**config.mk**
```make
export PLATFORM = sky130hd
export DESIGN_NAME = rr_arbiter
export DESIGN_NICKNAME = d
export VERILOG_FILES = /design/src/rtl/rr_arbiter_pkg.sv /design/src/rtl/rr_arbiter_pick.sv /design/src/rtl/rr_arbiter.sv
export SDC_FILE = /design/constraint.sdc
export NUM_CORES = 1
export LEC_CHECK = 0
export BUFFER_PORTS_ARGS = -buffer_cell sky130_fd_sc_hd__buf_2
export CAP_MARGIN = 10
export CORE_ASPECT_RATIO = 1.25
export CORE_MARGIN = 2
export CORE_UTILIZATION = 40
export DETAILED_ROUTE_END_ITERATION = 8
export GPL_TIMING_DRIVEN = 0
export SLEW_MARGIN = 5
export SYNTH_ARGS = -nofsm -noshare
export SYNTH_HDL_FRONTEND = slang
export SYNTH_SLANG_ARGS = --single-unit
```
**constraint.sdc**
```tcl
create_clock -name clk -period 2.4 [get_ports clk]
set_clock_uncertainty 0.05 [all_clocks]
set_input_delay 0.24 -clock clk [delete_from_list [all_inputs] [get_ports clk]]
set_output_delay 0.24 -clock clk [all_outputs]
set_load 0.02 [all_outputs]
```
**src/rtl/rr_arbiter_pkg.sv**
```systemverilog
// Shared types and default parameters for the round-robin arbiter.
package rr_arbiter_pkg;

  typedef enum logic {
    IDLE  = 1'b0,
    GRANT = 1'b1
  } arb_state_e;

  localparam int unsigned ARB_N_DEF        = 4;
  localparam int unsigned ARB_MAX_HOLD_DEF = 8;

endpackage

```
**src/rtl/rr_arbiter_pick.sv**
```systemverilog
// rr_pick: combinational round-robin selector. Rotates req down by ptr using a
// double-width copy, priority-encodes the lowest set bit, then rotates back.
module rr_pick
  import rr_arbiter_pkg::*;
#(
  parameter int unsigned N = ARB_N_DEF
) (
  input  logic [N-1:0]         req,
  input  logic [$clog2(N)-1:0] ptr,
  output logic                 found,
  output logic [$clog2(N)-1:0] idx
);

  localparam int unsigned PW = $clog2(N);
  localparam logic [PW:0] NV = (PW+1)'(N);

  logic [2*N-1:0] dbl;
  logic [N-1:0]   rot;
  logic [PW-1:0]  off;
  logic [PW:0]    sum;

  always_comb begin
    dbl   = {req, req} >> ptr;
    rot   = dbl[N-1:0];
    found = 1'b0;
    off   = '0;
    // Scan from the top so the lowest set bit is the one left standing.
    for (int unsigned i = N; i > 0; i--) begin
      if (rot[i-1]) begin
        found = 1'b1;
        off   = PW'(i - 1);
      end
    end
    sum = {1'b0, ptr} + {1'b0, off};
    if (sum >= NV) sum = sum - NV;
    idx = sum[PW-1:0];
  end

endmodule

```
**src/rtl/rr_arbiter.sv**
```systemverilog
// Round-robin arbiter with registered one-hot grant held until release.
// Optional forced revocation after MAX_HOLD cycles: define RR_ARBITER_TIMEOUT_EN.
module rr_arbiter
  import rr_arbiter_pkg::*;
#(
  parameter int unsigned N        = ARB_N_DEF,
  parameter int unsigned MAX_HOLD = ARB_MAX_HOLD_DEF
) (
  input  logic                 clk,
  input  logic                 rst_n,
  input  logic [N-1:0]         req,
  output logic [N-1:0]         gnt,
  output logic                 busy,
  output logic [$clog2(N)-1:0] owner,
  output logic                 timeout
);

  localparam int unsigned PW = $clog2(N);

  if (N < 2 || MAX_HOLD < 1) begin : g_bad_cfg
    $error("rr_arbiter: N must be >= 2 and MAX_HOLD >= 1");
  end

  arb_state_e    state_q, state_d;
  logic [PW-1:0] ptr_q, ptr_d;
  logic [N-1:0]  gnt_q, gnt_d;
  logic [PW-1:0] owner_q, owner_d;
  logic          busy_q, busy_d;
  logic          found;
  logic [PW-1:0] win;

`ifdef RR_ARBITER_TIMEOUT_EN
  localparam int unsigned CW = $clog2(MAX_HOLD + 1);
  logic [CW-1:0] cnt_q, cnt_d;
  logic          timeout_q, timeout_d;
`endif

  rr_pick #(.N(N)) u_pick (
    .req   (req),
    .ptr   (ptr_q),
    .found (found),
    .idx   (win)
  );

  always_comb begin
    state_d = state_q;
    ptr_d   = ptr_q;
    gnt_d   = gnt_q;
    owner_d = owner_q;
    busy_d  = busy_q;
`ifdef RR_ARBITER_TIMEOUT_EN
    cnt_d     = cnt_q;
    timeout_d = 1'b0;
`endif
    case (state_q)
      IDLE: begin
        if (found) begin
          state_d = GRANT;
          gnt_d   = N'(1) << win;
          owner_d = win;
          busy_d  = 1'b1;
          ptr_d   = (win == PW'(N - 1)) ? '0 : win + PW'(1);
`ifdef RR_ARBITER_TIMEOUT_EN
          cnt_d = CW'(1);
`endif
        end
      end
      GRANT: begin
        if (!req[owner_q]) begin
          state_d = IDLE;
          gnt_d   = '0;
          owner_d = '0;
          busy_d  = 1'b0;
`ifdef RR_ARBITER_TIMEOUT_EN
          cnt_d = '0;
        end else if (cnt_q == CW'(MAX_HOLD)) begin
          state_d   = IDLE;
          gnt_d     = '0;
          owner_d   = '0;
          busy_d    = 1'b0;
          cnt_d     = '0;
          timeout_d = 1'b1;
        end else begin
          cnt_d = cnt_q + CW'(1);
`endif
        end
      end
      default: state_d = IDLE;
    endcase
  end

  always_ff @(posedge clk) begin
    if (!rst_n) begin
      state_q <= IDLE;
      ptr_q   <= '0;
      gnt_q   <= '0;
      owner_q <= '0;
      busy_q  <= 1'b0;
`ifdef RR_ARBITER_TIMEOUT_EN
      cnt_q     <= '0;
      timeout_q <= 1'b0;
`endif
    end else begin
      state_q <= state_d;
      ptr_q   <= ptr_d;
      gnt_q   <= gnt_d;
      owner_q <= owner_d;
      busy_q  <= busy_d;
`ifdef RR_ARBITER_TIMEOUT_EN
      cnt_q     <= cnt_d;
      timeout_q <= timeout_d;
`endif
    end
  end

  assign gnt   = gnt_q;
  assign busy  = busy_q;
  assign owner = owner_q;
`ifdef RR_ARBITER_TIMEOUT_EN
  assign timeout = timeout_q;
`else
  assign timeout = 1'b0;
`endif

endmodule
```
[Yosys cells after proc, flatten, opt, wreduce, memory -nomap -nowiden]
Cells that the tools add are included.
Operators by class
  add/sub/neg operators: 3
  order comparisons: 2
  equal/unequal tests: 3
  shift operators: 2
  muxes and demuxes: 24
  bitwise logic cells: 1
  reductions and logical operators: 2
Operators with widths (number)
  $mux 2: 8
  $mux 1: 9
  $mux 4: 2
  $pmux 4 s2: 1
  $shr 8x2->4: 1
  $ne 2x2->1 const B: 2
  $pmux 1 s2: 2
  $pmux 2 s2: 1
  $reduce_and 2->1: 2
  $shl 1x2->4 const A: 1
  $add 2x2->3: 1
  $ge 3x3->1 const B: 1
  $lt 2x3->1 const B: 1
  $add 2x1->2 const B: 1
  $bmux 1 s2: 1
  $eq 2x2->1 const B: 1
  $sub 2x1->2 const B: 1
  $not 1->1: 1
Word-level totals
  register bits after elaboration: 10
  bits of input ports: 6
  output and inout port bits: 8
  logic and storage cells: 42

[Logic depth before layout (Yosys ltp)]
Gate-level depths: netlist of run 1.
  word-level depth: 11
  depth in mapped cells: 13

[Modules after synthesis]
A second synthesis of run 1 with hierarchy kept.
Unflattened totals
  cells, all modules: 89
  area total of the unflattened synthesis: 780.7 um^2
By module, submodules not included
  rr_arbiter: instances 1, cells each 66, area an instance 600.6 um^2
  rr_pick: instances 1, cells each 23, area an instance 180.2 um^2

[Least setup slack after synthesis of run 1]
No wires, ideal clock.
  kind: register to register
  start: register ptr_q[0]
  end: register gnt_q[0] (netlist: gnt[0])
  arrival time: 2354 ps
  required time: 2223 ps
  path slack: -131 ps
  cell stages (with the launch flop): 9
  path buffers: 1
  clock period less this slack: 2531 ps
  cell sequence: dfxtp_1 -> clkbuf_1 -> or4_2 -> nand3_1 -> ha_1 -> xor2_1 -> or3_2 -> and3b_2 -> or3_1
On the way
  longest elaborated chain between the ends: 11
  elaborated cells between the ends (all ways): 18
  those cells by class: add/sub (2); order compare (1); eq/ne (1); shift (2); mux (11); reduce/logical (1)
Ends and longest elaborated chain
  start: declaration: RTL line rr_arbiter.sv:25  | logic [PW-1:0] ptr_q, ptr_d;
  start signal: assignment: RTL line rr_arbiter.sv:105  | ptr_q <= ptr_d;
  $shr 8x2->4: RTL line rr_arbiter_pick.sv:23  | dbl = {req, req} >> ptr;
  $mux 2 (4 in a row): RTL line rr_arbiter_pick.sv:29  | if (rot[i-1]) begin
  $add 2x2->3: RTL line rr_arbiter_pick.sv:34  | sum = {1'b0, ptr} + {1'b0, off};
  $ge 3x3->1 / $sub 2x1->2 (equally long branches): RTL line rr_arbiter_pick.sv:35  | if (sum >= NV) sum = sum - NV;
  $mux 2: RTL line rr_arbiter_pick.sv:35
  $shl 1x2->4: RTL line rr_arbiter.sv:59  | gnt_d = N'(1) << win;
  $mux 4: RTL line rr_arbiter.sv:57  | if (found) begin
  $pmux 4 s2: RTL line rr_arbiter.sv:55  | case (state_q)
  end signal: assignment: RTL line rr_arbiter.sv:106  | gnt_q <= gnt_d;
  end: declaration: RTL line rr_arbiter.sv:26  | logic [N-1:0] gnt_q, gnt_d;
Several ways; a longest one is shown, not always the timed one. The select of a mux whose other input is x is not followed.
A chain may end at the register's enable or synchronous reset.

[Worst setup path in the final report of run 1]
Same ends and word-level chain as after synthesis.

==> out/qor.yml, run 1 <==
status: "finished clean"
wl_mm: 1.617
antenna_found_initial: 0
ir_drop_mv: 0.5784
grt_util_all_layers: 0.1670
arrival_ns: 2.35
r2r_cells: 9
avgSynthCellArea_um2: 7.994
postCtsHoldBufs: 0
final_common_cell: "nor2_1"
grt_pass1_wl_mm: 2.773
start_util: 0.4176
yosys_register_bits: 10
vias: 701
fin_crit_ns: 2.255
hp-class: "in -> reg"
clock.fmax_ghz: 0.4435
p_switching_mw: 0.4208
syn_to_final_growth_pct: 25.22
port_buffers: 9
clk_latency_ns: 0.26
grt_overflow: 0
drtIter0Drc: 8
async_reset_ff_frac: 0
ys.warnings.count: 0
drc_errors: 0
finalSetupTns_ns: 0
hold_viol_final: 0
post-place-ws_ns: -0.09418
core_area_mm2: 0.001723
hold_start: "rst_n"
dieArea_mm2: 0.002156
vias_per_cell: 5.608
first_pass_iters: 4
maxCapViolations: 0
critical_path_class: "reg -> reg"
p_int_mw: 0.6048
syn_area_um2: 719.4
power_frac_seq: 0.266
layout-drive-gt1-share: 0.3396
hold_path_end: "gnt[3]$_SDFFE_PN0P_"
grt_max_degree: 11
worst-path-max-fanout: 8
place_congestion: 0.7860
r2r_end: "gnt[0]$_SDFFE_PN0P_"
avgRoutedWirePerCell_um: 12.94
cts_buffer_depth: 2
whs_ns: 0.2078
cts_buffers: 3
path_clk_slew_ns: 0.07
ys_types: 40
nets: 115
num_rows: 17
netlist_instances: 90
place_hpwl_mm: 1.190
p_leak_nw: 0.3764
cts_tree: "built"
drv_slew: 0
synth_top_flop_cell: "dfxtp_1"
die_h_um: 51.42
comb_power_share: 0.585
sw_frac_of_total: 0.4103
die_w_um: 41.93
setup_slack_ns: 0.1454
syn-num-nets: 98
htree_levels: 1
p_total_mw: 1.026
io_pins: 14
required_ns: 2.50
reg2reg_from: "ptr_q[0]$_SDFFE_PN0P_"
power_density_mw_per_mm2: 1138
yosysSeqAreaShare: 0.2783
n_antenna_cell: 0
setup_violations: 0
grt_pass1_vias: 666
layout_common_cells: "nor2_1, nand2_1, dfxtp_1, buf_2, buf_4"
hold_depth: 2
final_core_util: 0.5229
power_frac_clock: 0.149
worstSetupEndpointType: "flip-flop"
r2r_slack_ns: 0.15
cts_num_sinks: 10
rsz0062_at_grt: "false"
startpoint_type: "flip-flop"
post-route-period-util: 0.9394
cts-root-buf: "clkbuf_4"
synth-edff-count: 0
drtAntennaViolNets: 0
cells by family (layout without fill, tap and decap cells):
group | after synthesis | in the layout | share of synthesized area
other cells | 1 | 1 | 0.005212
compound gates | 23 | 23 | 0.2313
fa+ha+maj | 2 | 2 | 0.03478
xor+xnor | 2 | 2 | 0.02435
buf+inv | 8 | 24 | 0.06782
mux | 2 | 2 | 0.03130
flops | 10 | 10 | 0.2783
simple gates | 42 | 42 | 0.3270
cells in the mapped netlist, types with 2 or more instances:
cell,instances,area (um^2)
a21oi_1,2,10.01
and3_4,2,22.52
nand2_1,9,33.78
o21a_1,2,15.01
nor2b_1,3,18.77
a21boi_0,2,15.01
inv_1,3,11.26
nor2_1,10,37.54
o211ai_1,3,22.52
nand3_1,4,20.02
o221ai_1,2,17.52
ha_1,2,25.02
buf_4,3,22.52
o31a_2,2,20.02
mux2_2,2,22.52
o21ai_0,5,25.02
and2_1,2,12.51
dfxtp_1,10,200.2
power by group through the flow:
stage | Combinational [mW] | Clock, mW | Sequential [mW]
2_1_floorplan | 0.384 | 0 | 0.324
3_3_place_gp | 0.542 | 0 | 0.278
3_5_place_dp | 0.550 | 0 | 0.279
4_1_cts | 0.601 | 0.157 | 0.273
5_1_grt | 0.662 | 0.162 | 0.280
6_report | 0.600 | 0.153 | 0.273
per-layer routing:
metal,track usage,share of wire,vias to the layer above
met4,0.06452,0.016,0
met2,0.2995,0.46,18
li1,-,-,361
met3,0.03534,0.046,4
met1,0.1914,0.48,318
met5,0,0,-
sequential cells by signal, summed over array words and instances, names as in the netlist:
| signal | flops |
|---|---|
| owner | 2 |
| state_q | 1 |
| gnt | 4 |
| busy | 1 |
| ptr_q | 2 |
through the flow:
step           area [um^2]  instances
2_1_floorplan        769.5         90
3_3_place_gp         838.3        118
3_5_place_dp         838.3        118
4_1_cts              900.9        125
5_1_grt              900.9        125
6_report             900.9        125
final cells by class:
cell class | instances | area, um^2
Clock buffer | 4 | 36.28
Multi-Input combinational cell | 72 | 513.0
Timing Repair Buffer | 12 | 67.56
Sequential cell | 10 | 201.4
Fill cell | 162 | 822.0
Buffer | 5 | 47.55
Tap cell | 19 | 23.77
Inverter | 3 | 11.26
worst max-delay path by stage:
| stage | slack (ns) | startpoint | cells after the start | endpoint |
|---|---|---|---|---|
| final | 0.15 | ptr_q[0]$_SDFFE_PN0P_ | 9 | gnt[0]$_SDFFE_PN0P_ |
| after CTS | 0.12 | ptr_q[0]$_SDFFE_PN0P_ | 12 | gnt[0]$_SDFFE_PN0P_ |
| after detailed placement | -0.09 | ptr_q[0]$_SDFFE_PN0P_ | 9 | gnt[3]$_SDFFE_PN0P_ |
| after global placement | -0.08 | ptr_q[0]$_SDFFE_PN0P_ | 9 | gnt[3]$_SDFFE_PN0P_ |
| after floorplan | 0.01 | ptr_q[0]$_SDFFE_PN0P_ | 8 | gnt[0]$_SDFFE_PN0P_ |
| after global routing | 0.008 | ptr_q[0]$_SDFFE_PN0P_ | 12 | gnt[0]$_SDFFE_PN0P_ |
critical path, cell delays in order (launching register included):
cell and delay [ns]:
dfxtp_2 0.32, clkbuf_8 0.15, or4_4 0.53, nand3_2 0.10
ha_4 0.16, xor2_4 0.08, buf_4 0.16, and3_4 0.16
a21boi_0 0.11, or3_1 0.34
timing repair:
| item | in CTS | in global routing |
|---|---|---|
| endpoints found under the hold margin | 0 | 0 |
| setup endpoints to repair | 3 | 0 |
| setup buffers | 3 | 0 |
| resized for setup | 2 | 0 |
Note: power is estimated with default switching activity, not from simulation.
==> run 2: changes to the inputs <==
BUFFER_PORTS_ARGS = not set   (was -buffer_cell sky130_fd_sc_hd__buf_2)
DONT_BUFFER_PORTS = 1   (was not set)
==> out/qor.yml, run 2 (synthesized netlist as in run 1, its figures left out) <==
status: "finished clean"  # unchanged
worst-path-buf-inv: 2  # unchanged
worst-path-max-fanout: 8  # unchanged
avgRoutedWirePerCell_um: 13.52  # was 12.94 um
antenna_found_initial: 0  # unchanged
finalSetupTns_ns: 0  # unchanged
largest_reg_flops: 4  # unchanged
die_h_um: 51.42  # unchanged
layout_common_cells: "nor2_1, nand2_1, dfxtp_1, buf_4, o21ai_0"  # was nor2_1, nand2_1, dfxtp_1, buf_2, buf_4
required_ns: 2.52  # was 2.50 ns
critical_path_class: "reg -> reg"  # unchanged
post-route-period-util: 0.9338  # was 0.9394
grt_max_degree: 11  # unchanged
io_pins: 14  # unchanged
setup_violations: 0  # unchanged
first_pass_iters: 4  # unchanged
p_leak_nw: 0.3322  # was 0.3764 nW
postCtsHoldBufs: 0  # unchanged
drv_slew: 0  # unchanged
port_buffers: 0  # was 9
drtAntennaViolNets: 0  # unchanged
cts-root-buf: "clkbuf_4"  # unchanged
n_antenna_cell: 0  # unchanged
critPathSlowestCell: "or4_4"  # unchanged
crit_chain: "clkbuf_8, or4_4, nand3_2, ha_4, xor2_4, buf_4, and3_4, a21boi_0, or3_1"  # unchanged
cts_buffer_depth: 2  # unchanged
hold_viol_final: 0  # unchanged
place_hpwl_mm: 1.148  # was 1.190 mm
hp-class: "in -> reg"  # unchanged
grt_pass1_vias: 583  # was 666
drtIter0Drc: 11  # was 8
fin_crit_ns: 2.241  # was 2.255 ns
dieArea_mm2: 0.002156  # unchanged
grt_pass1_wl_mm: 2.525  # was 2.773 mm
arrival_ns: 2.36  # was 2.35 ns
critPathTopFamily: "simple AND/OR/NAND/NOR gates"  # unchanged
p_total_mw: 0.9865  # was 1.026 mW
die_w_um: 41.93  # unchanged
drc_errors: 0  # unchanged
clock.fmax_ghz: 0.4462  # was 0.4435 GHz
num_rows: 17  # unchanged
vias: 679  # was 701
rsz0062_at_grt: "false"  # unchanged
worstSetupEndpointType: "flip-flop"  # unchanged
path_clk_slew_ns: 0.07  # about the same
cts_num_sinks: 10  # unchanged
final_common_cell: "nor2_1"  # unchanged
syn_to_final_growth_pct: 18.96  # was 25.22%
ir_drop_mv: 0.6148  # was 0.5784 mV
core_area_mm2: 0.001723  # unchanged
htree_levels: 1  # unchanged
maxCapViolations: 0  # unchanged
place_congestion: 0.7697  # was 0.7860
cts_tree: "built"  # unchanged
vias_per_cell: 5.853  # was 5.608
startpoint_type: "flip-flop"  # unchanged
cts_buffers: 3  # unchanged
nets: 106  # was 115
power_density_mw_per_mm2: 1153  # was 1138 mW/mm^2
grt_util_all_layers: 0.1569  # was 0.1670
wl_mm: 1.568  # was 1.617 mm
clk_latency_ns: 0.28  # was 0.26 ns
start_util: 0.4176  # unchanged
layout-drive-gt1-share: 0.2784  # was 0.3396
max_stage_delay_ns: 0.53  # about the same
grt_overflow: 0  # unchanged
==> run 2: cell count changes in the layout (fill, tap and decap cells not counted) <==
cell,before,now
buf_2,9,0
==> run 2: final timing paths <==
path / start / to / slack, ns / cells past startpoint
hold reg to reg: gnt[1]$_SDFFE_PN0P_ / gnt[1]$_SDFFE_PN0P_ / 0.52 / 2
setup / recovery: ptr_q[0]$_SDFFE_PN0P_ / gnt[0]$_SDFFE_PN0P_ / 0.16 / 9
hold / removal: rst_n / gnt[3]$_SDFFE_PN0P_ / 0.03 / 1
setup reg to reg: ptr_q[0]$_SDFFE_PN0P_ / gnt[0]$_SDFFE_PN0P_ / 0.16 / 9
==> run 2: layout make-up <==
class / instances / area [um^2]
Buffer: 5 / 47.55
Clock buffer: 4 / 36.28
Fill cell: 172 / 867.1
Inverter: 3 / 11.26
Multi-Input combinational cell: 72 / 513.0
Sequential cell: 10 / 201.4
Tap cell: 19 / 23.77
Timing Repair Buffer: 3 / 22.52
==> run 2: per-stage QoR <==
stage	utilization	worst slack (ns)	instance area [um^2]	hold WS [ns]	cells
final	0.4967	0.1590	855.8	0.03073	116
after global placement	0.4604	-0.07635	793.3	0.3088	109
after floorplan	-	0.01143	769.5	0.3075	90
after global routing	0.4967	0.005617	855.8	0.03958	116
after CTS	0.4967	0.1521	855.8	0.03111	116
after detailed placement	0.4604	-0.08247	793.3	0.3130	109
==> run 2: power breakdown <==
group	internal, mW	switching (mW)	leakage, nW
Combinational	0.257	0.240	0.229
Sequential	0.227	0.103	0.0827
Clock	0.0923	0.0667	0.0210
Total	0.576	0.410	0.332
==> run 2: routing by layer <==
| layer | vias up | wire [um] | part of all wire | track usage |
|---|---|---|---|---|
| met3 | 7 | 94 | 0.060 | 0.04594 |
| met1 | 315 | 702 | 0.45 | 0.1814 |
| met4 | 0 | 46 | 0.029 | 0.1129 |
| met2 | 18 | 725 | 0.46 | 0.2448 |
| met5 | - | 0 | 0 | 0 |
| li1 | 339 | - | - | - |
==> run 2: timing repair <==
action / 4_1_cts / 5_1_grt
setup buffers: 3 / 0
gates resized for setup: 2 / 0
endpoints found under the setup margin: 3 / 0
==> run 3: changes to the inputs <==
--- a/config.mk
+++ b/config.mk
@@ -11,2 +11,3 @@
 export CORE_UTILIZATION = 40
+export CTS_CLUSTER_SIZE = 16
 export DETAILED_ROUTE_END_ITERATION = 8
==> constraint.sdc (replaced) <==
create_clock -name clk -period 2.4 [get_ports clk]
set_clock_uncertainty 0.05 [all_clocks]
set_input_delay 0.36 -clock clk [delete_from_list [all_inputs] [get_ports clk]]
set_output_delay 0.36 -clock clk [all_outputs]
set_load 0.02 [all_outputs]
==> out/qor.yml, run 3 (synthesized netlist as in run 1, its figures left out) <==
port_buffers: 0  # unchanged
antenna_found_initial: 0  # unchanged
dpl-instance-area_um2: 784.5  # was 793.3 um^2
reg2reg_from: "ptr_q[0]$_SDFFE_PN0P_"  # unchanged
htree_levels: 1  # unchanged
hp-class: "in -> reg"  # unchanged
ir_drop_mv: 0.5156  # was 0.6148 mV
first_pass_iters: 6  # was 4
r2r_slack_ns: 0.16  # about the same
worst-path-max-fanout: 8  # unchanged
start_util: 0.4176  # unchanged
hold_depth: 1  # unchanged
hold_viol_final: 0  # unchanged
core_area_mm2: 0.001723  # unchanged
grt_max_degree: 11  # unchanged
final_common_cell: "nor2_1"  # unchanged
vias: 687  # was 679
crit_start: "ptr_q[0]$_SDFFE_PN0P_"  # unchanged
drtAntennaViolNets: 0  # unchanged
status: "finished clean"  # unchanged
nets: 105  # was 106
r2r_cells: 12  # was 9
final_core_util: 0.4960  # was 0.4967
critical_path_class: "reg -> reg"  # unchanged
dieArea_mm2: 0.002156  # unchanged
die_h_um: 51.42  # unchanged
io_pins: 14  # unchanged
cts_num_sinks: 10  # unchanged
power_density_mw_per_mm2: 1147  # was 1153 mW/mm^2
layout_common_cells: "nor2_1, nand2_1, dfxtp_1, o21ai_0, buf_4"  # was nor2_1, nand2_1, dfxtp_1, buf_4, o21ai_0
grt_pass1_wl_mm: 2.456  # was 2.525 mm
grt_util_all_layers: 0.1513  # was 0.1569
startpoint_type: "flip-flop"  # unchanged
arrival_ns: 2.35  # was 2.36 ns
num_rows: 17  # unchanged
drc_errors: 0  # unchanged
drv_slew: 0  # unchanged
cts_buffers: 3  # unchanged
grt_pass1_vias: 567  # was 583
r2r_end: "gnt[0]$_SDFFE_PN0P_"  # unchanged
clock.fmax_ghz: 0.4463  # was 0.4462 GHz
wl_mm: 1.549  # was 1.568 mm
cts_buffer_depth: 2  # unchanged
worstSetupEndpointType: "flip-flop"  # unchanged
grt_overflow: 0  # unchanged
layout-drive-gt1-share: 0.2813  # was 0.2784
fin_crit_ns: 2.241  # about the same
avgRoutedWirePerCell_um: 13.47  # was 13.52 um
drtIter0Drc: 15  # was 11
path_clk_slew_ns: 0.07  # about the same
maxCapViolations: 0  # unchanged
cts_tree: "built"  # unchanged
rsz0062_at_grt: "false"  # unchanged
required_ns: 2.51  # was 2.52 ns
design_area_um2: 854.6  # was 855.8 um^2
setup_violations: 0  # unchanged
n_fill_cell: 170  # was 172
place_congestion: 0.7352  # was 0.7697
hold_path_end: "gnt[3]$_SDFFE_PN0P_"  # unchanged
syn_to_final_growth_pct: 18.78  # was 18.96%
largest_reg_flops: 4  # unchanged
clk_latency_ns: 0.27  # was 0.28 ns
p_leak_nw: 0.3259  # was 0.3322 nW
place_hpwl_mm: 1.119  # was 1.148 mm
postCtsHoldBufs: 0  # unchanged
hold_start: "rst_n"  # unchanged
cts-root-buf: "clkbuf_4"  # unchanged
post-route-period-util: 0.9336  # was 0.9338
p_total_mw: 0.9799  # was 0.9865 mW
n_antenna_cell: 0  # unchanged
die_w_um: 41.93  # unchanged
vias_per_cell: 5.974  # was 5.853
## run 3: cell types whose count changed in the layout (fill, tap and decap cells not counted), sizes merged
cell and change:
buf -1
## run 3: critical path, cell delays in order (launching register included)
cell and delay, ns:
dfxtp_2 0.33, clkbuf_8 0.15, nor2_1 0.06, nand2_1 0.06, o21ai_0 0.06, o21ai_0 0.21, nand3_2 0.12, ha_4 0.18
xor2_4 0.16, buf_6 0.15, and3_4 0.16, a21boi_0 0.11, or3_1 0.33
## run 3: power by group
part           switching (mW)  internal, mW  total, mW
registers               0.103         0.227      0.330
clock network          0.0610        0.0923      0.153
logic                   0.240         0.256      0.496
total                   0.405         0.575      0.980
## run 3: layer usage
metal  part of all wire  routed length, um  global-route usage  vias to the layer above
met5                  0                  0                   0                        -
met4              0.019                 29             0.09677                        0
met3              0.068                105             0.04240                        4
met2               0.48                736              0.2396                       19
met1               0.44                677              0.1777                      325
li1                   -                  -                   -                      339
## run 3: worst max path at each step
| stage | to | slack (ns) |
|---|---|---|
| after floorplan | gnt[0]$_SDFFE_PN0P_ | 0.01 |
| final | gnt[0]$_SDFFE_PN0P_ | 0.16 |
| after global placement | gnt[3]$_SDFFE_PN0P_ | -0.11 |
| after detailed placement | gnt[3]$_SDFFE_PN0P_ | -0.11 |
| after CTS | gnt[0]$_SDFFE_PN0P_ | 0.0008 |
| after global routing | gnt[0]$_SDFFE_PN0P_ | 0.05 |
## run 3: timing repair
action / CTS / global route
buffers inserted: 2 / 0
resized for setup: 5 / 1
setup endpoints to repair: 4 / 4
pin swaps: 4 / 2
## run 3: area by class of cell
type | count | area (um^2) | share of cell area
Multi-Input combinational cell | 72 | 515.5 | 0.6032
Sequential cell | 10 | 201.4 | 0.2357
Buffer | 5 | 47.55 | 0.05564
Clock buffer | 4 | 36.28 | 0.04246
Tap cell | 19 | 23.77 | 0.02782
Timing Repair Buffer | 2 | 18.77 | 0.02196
Inverter | 3 | 11.26 | 0.01318
## run 3: metrics by stage
step / instances / setup TNS [ns] / hold slack (ns) / worst slack, ns
after floorplan: 90 / 0 / 0.4275 / 0.01131
after global placement: 109 / -0.2524 / 0.4291 / -0.1105
after detailed placement: 109 / -0.2874 / 0.4336 / -0.1136
after CTS: 115 / 0 / 0.1507 / 0.0008051
after global routing: 115 / 0 / 0.1409 / 0.05304
final: 115 / 0 / 0.1547 / 0.1593
